File: config.mk
export PLATFORM = sky130hd
export DESIGN_NAME = sum_latch_seq
export DESIGN_NICKNAME = d
export VERILOG_FILES = /design/src/rtl/sum_latch_pkg.sv /design/src/rtl/sum_latch_timeout.sv /design/src/rtl/sum_latch_seq.sv
export SDC_FILE = /design/constraint.sdc
export NUM_CORES = 1
export LEC_CHECK = 0
export ABC_AREA = 1
export BUFFER_PORTS_ARGS = -buffer_cell sky130_fd_sc_hd__clkbuf_2
export CAP_MARGIN = 30
export CORE_MARGIN = 4
export CORE_UTILIZATION = 61
export DETAILED_ROUTE_END_ITERATION = 10
export GPL_ROUTABILITY_DRIVEN = 0
export PLACE_DENSITY = 0.82
export SKIP_CTS_REPAIR_TIMING = 1
export SLEW_MARGIN = 15
export SYNTH_ARGS = -nofsm -noshare
export SYNTH_HDL_FRONTEND = slang
export SYNTH_HIERARCHICAL = 1
export SYNTH_SLANG_ARGS = --single-unit
File: constraint.sdc
create_clock -name clk -period 7 [get_ports clk]
set_input_delay 1.05 -clock clk [delete_from_list [all_inputs] [get_ports clk]]
set_output_delay 1.05 -clock clk [all_outputs]
set_load 0.01 [all_outputs]
File: src/rtl/sum_latch_pkg.sv
// sum_latch_pkg: shared types and constants for the sum/latch frame sequencer.
// Contents: FSM state enum, default frame header, response length,
//           result width and the frame checksum helper.
package sum_latch_pkg;

  localparam int unsigned OPW        = 8;        // operand width
  localparam int unsigned RES_W      = OPW + 1;  // {carry, sum}
  localparam int unsigned RESP_BYTES = 2;        // result bytes sent back
  localparam logic [OPW-1:0] HEADER_DEF = 8'hA5;

  typedef enum logic [3:0] {
    ST_IDLE    = 4'd0,
    ST_GET_A   = 4'd1,
    ST_GET_B   = 4'd2,
    ST_GET_CK  = 4'd3,
    ST_CALC    = 4'd4,
    ST_SEND_LO = 4'd5,
    ST_WAIT_LO = 4'd6,
    ST_SEND_HI = 4'd7,
    ST_WAIT_HI = 4'd8
  } state_e;

  // Expected checksum byte of a frame: header ^ A ^ B.
  function automatic logic [OPW-1:0] frame_checksum(input logic [OPW-1:0] hdr,
                                                    input logic [OPW-1:0] a,
                                                    input logic [OPW-1:0] b);
    return hdr ^ a ^ b;
  endfunction

endpackage

File: src/rtl/sum_latch_timeout.sv
// sum_latch_timeout: saturating cycle counter with synchronous clear.
// Ports: clk, rst_n (async active-low), clr_i (restart count at 0),
//        en_i (count enable), tc_o (high while count == TIMEOUT_CYC-1).
module sum_latch_timeout #(
  parameter int unsigned TIMEOUT_CYC = 100000
) (
  input  logic clk,
  input  logic rst_n,
  input  logic clr_i,
  input  logic en_i,
  output logic tc_o
);

  localparam int unsigned CW = (TIMEOUT_CYC > 1) ? $clog2(TIMEOUT_CYC) : 1;
  localparam logic [CW-1:0] TC_VAL = CW'(TIMEOUT_CYC - 1);

  logic [CW-1:0] cnt_q, cnt_d;

  // Next count: clear wins, then count up and saturate at terminal value.
  always_comb begin
    cnt_d = cnt_q;
    if (clr_i) begin
      cnt_d = '0;
    end else if (en_i && (cnt_q != TC_VAL)) begin
      cnt_d = cnt_q + CW'(1);
    end else begin
      cnt_d = cnt_q;
    end
  end

  // Counter register.
  always_ff @(posedge clk or negedge rst_n) begin
    if (!rst_n) begin
      cnt_q <= '0;
    end else begin
      cnt_q <= cnt_d;
    end
  end

  assign tc_o = (cnt_q == TC_VAL);

endmodule

File: src/rtl/sum_latch_seq.sv
// sum_latch_seq: frame sequencer between the UART byte interface and the
// sum/latch datapath. Receives HEADER, A, B [, checksum], latches A+B and
// sends {sum[7:0]} then {7'b0, carry} through a start/busy handshake.
// Ports: clk, rst_n (async active-low), ena (freeze when low),
//        rx_valid/rx_data (received byte), tx_busy (UART busy),
//        tx_start/tx_data (transmit request), sum_out (latched result),
//        busy (not IDLE), err (sticky timeout/checksum error).
// Build option: define SUM_LATCH_CHECKSUM_EN to require a 4th byte
//               equal to HEADER^A^B before the sum is computed.
module sum_latch_seq
  import sum_latch_pkg::*;
#(
  parameter int unsigned    WIDTH       = OPW,
  parameter logic [WIDTH-1:0] HEADER    = HEADER_DEF,
  parameter int unsigned    TIMEOUT_CYC = 100000
) (
  input  logic             clk,
  input  logic             rst_n,
  input  logic             ena,
  input  logic             rx_valid,
  input  logic [WIDTH-1:0] rx_data,
  input  logic             tx_busy,
  output logic             tx_start,
  output logic [WIDTH-1:0] tx_data,
  output logic [WIDTH:0]   sum_out,
  output logic             busy,
  output logic             err
);

  state_e           state_q, state_d;
  logic [WIDTH-1:0] a_q, a_d, b_q, b_d;
  logic [WIDTH:0]   sum_q, sum_d;
  logic [WIDTH-1:0] tx_data_q, tx_data_d;
  logic             tx_start_q, tx_start_d;
  logic             err_q, err_d;
  logic             busy_q;
  logic             seen_q, seen_d;   // tx_busy observed high in WAIT_*
  logic             tc_s;
  logic             tmo_clr_s;

  // Timer restarts on every state change and every accepted byte.
  assign tmo_clr_s = ena && (rx_valid || (state_d != state_q));

  sum_latch_timeout #(.TIMEOUT_CYC(TIMEOUT_CYC)) u_timeout (
    .clk   (clk),
    .rst_n (rst_n),
    .clr_i (tmo_clr_s),
    .en_i  (ena),
    .tc_o  (tc_s)
  );

  // State register.
  always_ff @(posedge clk or negedge rst_n) begin
    if (!rst_n) begin
      state_q <= ST_IDLE;
    end else begin
      state_q <= state_d;
    end
  end

  // Next-state logic; rx_valid takes priority over a coincident timeout.
  always_comb begin
    state_d = state_q;
    if (!ena) begin
      state_d = state_q;
    end else begin
      case (state_q)
        ST_IDLE: begin
          if (rx_valid && (rx_data == HEADER)) state_d = ST_GET_A;
          else                                 state_d = ST_IDLE;
        end
        ST_GET_A: begin
          if (rx_valid)  state_d = ST_GET_B;
          else if (tc_s) state_d = ST_IDLE;
          else           state_d = ST_GET_A;
        end
        ST_GET_B: begin
`ifdef SUM_LATCH_CHECKSUM_EN
          if (rx_valid)  state_d = ST_GET_CK;
`else
          if (rx_valid)  state_d = ST_CALC;
`endif
          else if (tc_s) state_d = ST_IDLE;
          else           state_d = ST_GET_B;
        end
`ifdef SUM_LATCH_CHECKSUM_EN
        ST_GET_CK: begin
          if (rx_valid) begin
            if (rx_data == frame_checksum(HEADER, a_q, b_q)) state_d = ST_CALC;
            else                                             state_d = ST_IDLE;
          end else if (tc_s) begin
            state_d = ST_IDLE;
          end else begin
            state_d = ST_GET_CK;
          end
        end
`endif
        ST_CALC:    state_d = ST_SEND_LO;
        ST_SEND_LO: begin
          if (!tx_busy) state_d = ST_WAIT_LO;
          else          state_d = ST_SEND_LO;
        end
        ST_WAIT_LO: begin
          if (seen_q && !tx_busy)  state_d = ST_SEND_HI;
          else if (!seen_q && tc_s) state_d = ST_IDLE;
          else                     state_d = ST_WAIT_LO;
        end
        ST_SEND_HI: begin
          if (!tx_busy) state_d = ST_WAIT_HI;
          else          state_d = ST_SEND_HI;
        end
        ST_WAIT_HI: begin
          if (seen_q && !tx_busy)   state_d = ST_IDLE;
          else if (!seen_q && tc_s) state_d = ST_IDLE;
          else                      state_d = ST_WAIT_HI;
        end
        default: state_d = ST_IDLE;
      endcase
    end
  end

  // Datapath / output next values; all hold while ena is low.
  always_comb begin
    a_d        = a_q;
    b_d        = b_q;
    sum_d      = sum_q;
    err_d      = err_q;
    seen_d     = seen_q;
    tx_data_d  = tx_data_q;
    tx_start_d = 1'b0;
    if (!ena) begin
      tx_start_d = 1'b0;
    end else begin
      case (state_q)
        ST_IDLE: begin
          if (rx_valid && (rx_data == HEADER)) err_d = 1'b0;
          else                                 err_d = err_q;
        end
        ST_GET_A: begin
          if (rx_valid)  a_d   = rx_data;
          else if (tc_s) err_d = 1'b1;
          else           a_d   = a_q;
        end
        ST_GET_B: begin
          if (rx_valid)  b_d   = rx_data;
          else if (tc_s) err_d = 1'b1;
          else           b_d   = b_q;
        end
`ifdef SUM_LATCH_CHECKSUM_EN
        ST_GET_CK: begin
          if (rx_valid) begin
            if (rx_data != frame_checksum(HEADER, a_q, b_q)) err_d = 1'b1;
            else                                             err_d = err_q;
          end else if (tc_s) begin
            err_d = 1'b1;
          end else begin
            err_d = err_q;
          end
        end
`endif
        ST_CALC: sum_d = {1'b0, a_q} + {1'b0, b_q};
        ST_SEND_LO: begin
          seen_d = 1'b0;
          if (!tx_busy) begin
            tx_start_d = 1'b1;
            tx_data_d  = sum_q[WIDTH-1:0];
          end else begin
            tx_start_d = 1'b0;
          end
        end
        ST_SEND_HI: begin
          seen_d = 1'b0;
          if (!tx_busy) begin
            tx_start_d = 1'b1;
            tx_data_d  = {{(WIDTH-1){1'b0}}, sum_q[WIDTH]};
          end else begin
            tx_start_d = 1'b0;
          end
        end
        ST_WAIT_LO, ST_WAIT_HI: begin
          seen_d = seen_q | tx_busy;
          // Transmitter never acknowledged the start pulse.
          if (!seen_q && tc_s) err_d = 1'b1;
          else                 err_d = err_q;
        end
        default: tx_start_d = 1'b0;
      endcase
    end
  end

  // Datapath and output registers.
  always_ff @(posedge clk or negedge rst_n) begin
    if (!rst_n) begin
      a_q        <= '0;
      b_q        <= '0;
      sum_q      <= '0;
      err_q      <= 1'b0;
      seen_q     <= 1'b0;
      tx_data_q  <= '0;
      tx_start_q <= 1'b0;
      busy_q     <= 1'b0;
    end else begin
      a_q        <= a_d;
      b_q        <= b_d;
      sum_q      <= sum_d;
      err_q      <= err_d;
      seen_q     <= seen_d;
      tx_data_q  <= tx_data_d;
      tx_start_q <= tx_start_d;
      busy_q     <= (state_d != ST_IDLE);
    end
  end

  assign tx_start = tx_start_q;
  assign tx_data  = tx_data_q;
  assign sum_out  = sum_q;
  assign busy     = busy_q;
  assign err      = err_q;

endmodule
==> flow_summary.json <==
{
  "area.growth.synth_to_final_pct": 11.15,
  "worstSetupPathType": "reg -> reg",
  "yosysMostFrequentCell": "nand2_1",
  "ys_types": 34,
  "syn_inst": 470,
  "cts_buffers": 9,
  "max_freq_mhz": 284.2,
  "core_um2": 5540,
  "ant_nets": 0,
  "die_w_um": 83.65,
  "async_reset_ff_share_pct": 100.0,
  "ioPinCount": 33,
  "synth_edf_count": 0,
  "wirelength_mm": 7.387,
  "detail_route.wl_per_cell_um": 12.80,
  "finalCriticalPeriod_ns": 3.518,
  "crit_required_ns": 7.28,
  "drtIter0Drc": 208,
  "hold_violations": 0,
  "diodes": 0,
  "worstPathArrival_ns": 3.80,
  "synth_commonest_cells": "nand2_1 (123), dfrtp_1 (58), inv_1 (57), nand3_1 (54), nor2_1 (49)",
  "rsz0062_at_grt": "false",
  "worstMarginPinSlew_ns": 0.8737,
  "root_buffer": "clkbuf_8",
  "yosys_warnings": 6,
  "drc": 0,
  "initial_core_util_pct": 63.01,
  "syn_area_um2": 3491,
  "die_area_um2": 6997,
  "grt_max_degree": 59,
  "drive_gt1_share_pct": 16.04,
  "htree_num_levels": 3,
  "grt_pass1_vias": 2994,
  "dpl.hpwl_mm": 5.281,
  "grt_pass1_wl_mm": 13.08,
  "num_vias": 3111,
  "p_total_w": 0.001422,
  "vdd_drop_max_uv": 187.9,
  "path_clk_slew_ns": 0.07,
  "fillers": 460,
  "synth.top_cells.by_area": "dfrtp_1 (42%), nand2_1 (13%), nand3_1 (7.7%)",
  "grt_usage_pct": 22.77,
  "end_kind": "flip-flop",
  "max-slew-margin-rel_pct": 41.54,
  "holdCritPathClass": "reg -> reg",
  "grt_overflow_total": 0,
  "portBuffers": 32,
  "status": "complete, no violations",
  "maxCapViolations": 0,
  "antenna_found_initial": 0,
  "finalSetupViolCount": 0,
  "path_max_fanout": 24,
  "drt-pass1-iter-count": 4,
  "fin_crit_sh_pct": 50.26,
  "yosys.area.top_type_share_pct": 41.58,
  "die_h_um": 83.65,
  "tns_ns": 0,
  "synth-main-ff-cell": "dfrtp_1",
  "synth_nets": 493,
  "powerDensity_nw_per_um2": 366.6,
  "finalNetCount": 524,
  "yosysTopAreaCell": "dfrtp_1",
  "ys_seq_area_share_pct": 41.58,
  "p_leak_nw": 1.981,
  "vias_per_cell": 5.392,
  "fp-row-count": 27,
  "cts_sinks": 58,
  "avgSynthCellArea_um2": 7.427,
  "clkLatencyLatePin_ns": 0.34,
  "finalClockSkew_ns": 0.006359,
  "cts_tree": "yes",
  "ys_ff_latch": 58,
  "critPathLaunchType": "flip-flop",
  "slew_viol_final": 0,
  "cts_buffer_depth": 2
}
==> layout by cell type (no fill, tap or decap), types with 3 or more instances in the layout <==
master    instances
nand2_1         123
nor2_1           49
o21ai_0          19
inv_1            57
nand3_1          54
clkbuf_2         32
inv_2             5
nor2_4            3
o21ai_2           8
o22ai_1           5
nor2_2            8
dfrtp_1          58
a21oi_1          14
xor2_1            5
nand4_1           7
o211ai_1          4
clkbuf_8         11
ha_1              9
o21ai_1           6
nor3_1            4
nand2_2           6
==> metrics by stage <==
step	hold slack (ns)	area (um2)	util [%]	instances	worst slack, ns
final	0.4902	3880	70.03	577	3.482
after global routing	0.5176	3880	70.03	577	3.083
after CTS	0.4905	3880	70.03	577	3.553
after detailed placement	0.4749	3661	66.08	562	3.324
after global placement	0.4708	3661	66.08	562	3.441
after floorplan	0.4591	3491	-	470	4.502
==> sequential cells by signal, summed over array words and instances, names as in the netlist <==
| signal | cells |
|---|---|
| tx_start | 1 |
| tx_data | 8 |
| busy | 1 |
| b_q | 8 |
| err | 1 |
| a_q | 8 |
| u_timeout/cnt_q | 17 |
| state_q | 4 |
| seen_q | 1 |
| sum_out | 9 |
==> critical path: stages, from the launching register on <==
cell and delay [ns]:
dfrtp_1 0.39, ha_1 0.20, nand3_1 0.16, inv_2 0.10, nand3_2 0.13, nor2_2 0.20
nand2_1 0.13, nand2_1 0.08, inv_1 0.04, nand2_1 0.08, nand4_1 0.08, nand2_1 0.08
inv_1 0.04, nand3_1 0.07, nor2_1 0.04, nor2_1 0.57, inv_1 0.57, nand2_1 0.32
nand2_1 0.09, nand2_1 0.07
==> layer usage <==
metal	global-route usage (%)	routed length, um
met5	0	0
met4	11.26	174
met3	5.035	420
met2	37.38	3399
met1	28.22	3393
==> cell families (layout without fill, tap and decap cells) <==
group | after synthesis | count (layout) | share of synthesized area [%]
adder cells (fa/ha/maj) | 10 | 10 | 3.799
AO/OA/AOI/OAI | 59 | 59 | 10.29
flip-flops | 58 | 58 | 41.58
XOR/XNOR | 7 | 7 | 1.756
buffers and inverters | 76 | 111 | 9.355
AND/OR/NAND/NOR | 260 | 260 | 33.23
==> final timing paths <==
check / startpoint / endpoint / slack (ns) / cells after the start
min reg2reg: b_q[6] / b_q[6] / 0.49 / 2
max in group asynchronous: rst_n / u_timeout/cnt_q[1] / 5.68 / 2
min: b_q[6] / b_q[6] / 0.49 / 2
max reg2reg: u_timeout/cnt_q[0] / u_timeout/cnt_q[4] / 3.48 / 19
max: u_timeout/cnt_q[0] / u_timeout/cnt_q[4] / 3.48 / 19
min in group asynchronous: rst_n / tx_start / 0.85 / 2
==> cell type report <==
cell class              count  area, um2  area share, %
clock buffers              13      158.9          4.095
clock inverters             2      60.06          1.548
inverters                  63      239.0          6.159
multi-input cells         336       1713          44.15
flip-flops and latches     58       1451          37.41
well taps                  72      90.09          2.322
repair buffers             33      167.7          4.321
==> power by group <==
part	switching (W)	internal, W
combinational	0.000339	0.000209
clock	0.000132	0.000218
sequential	0.0000802	0.000445
total	0.000550	0.000872
Note: power is estimated with default switching activity, not from simulation.
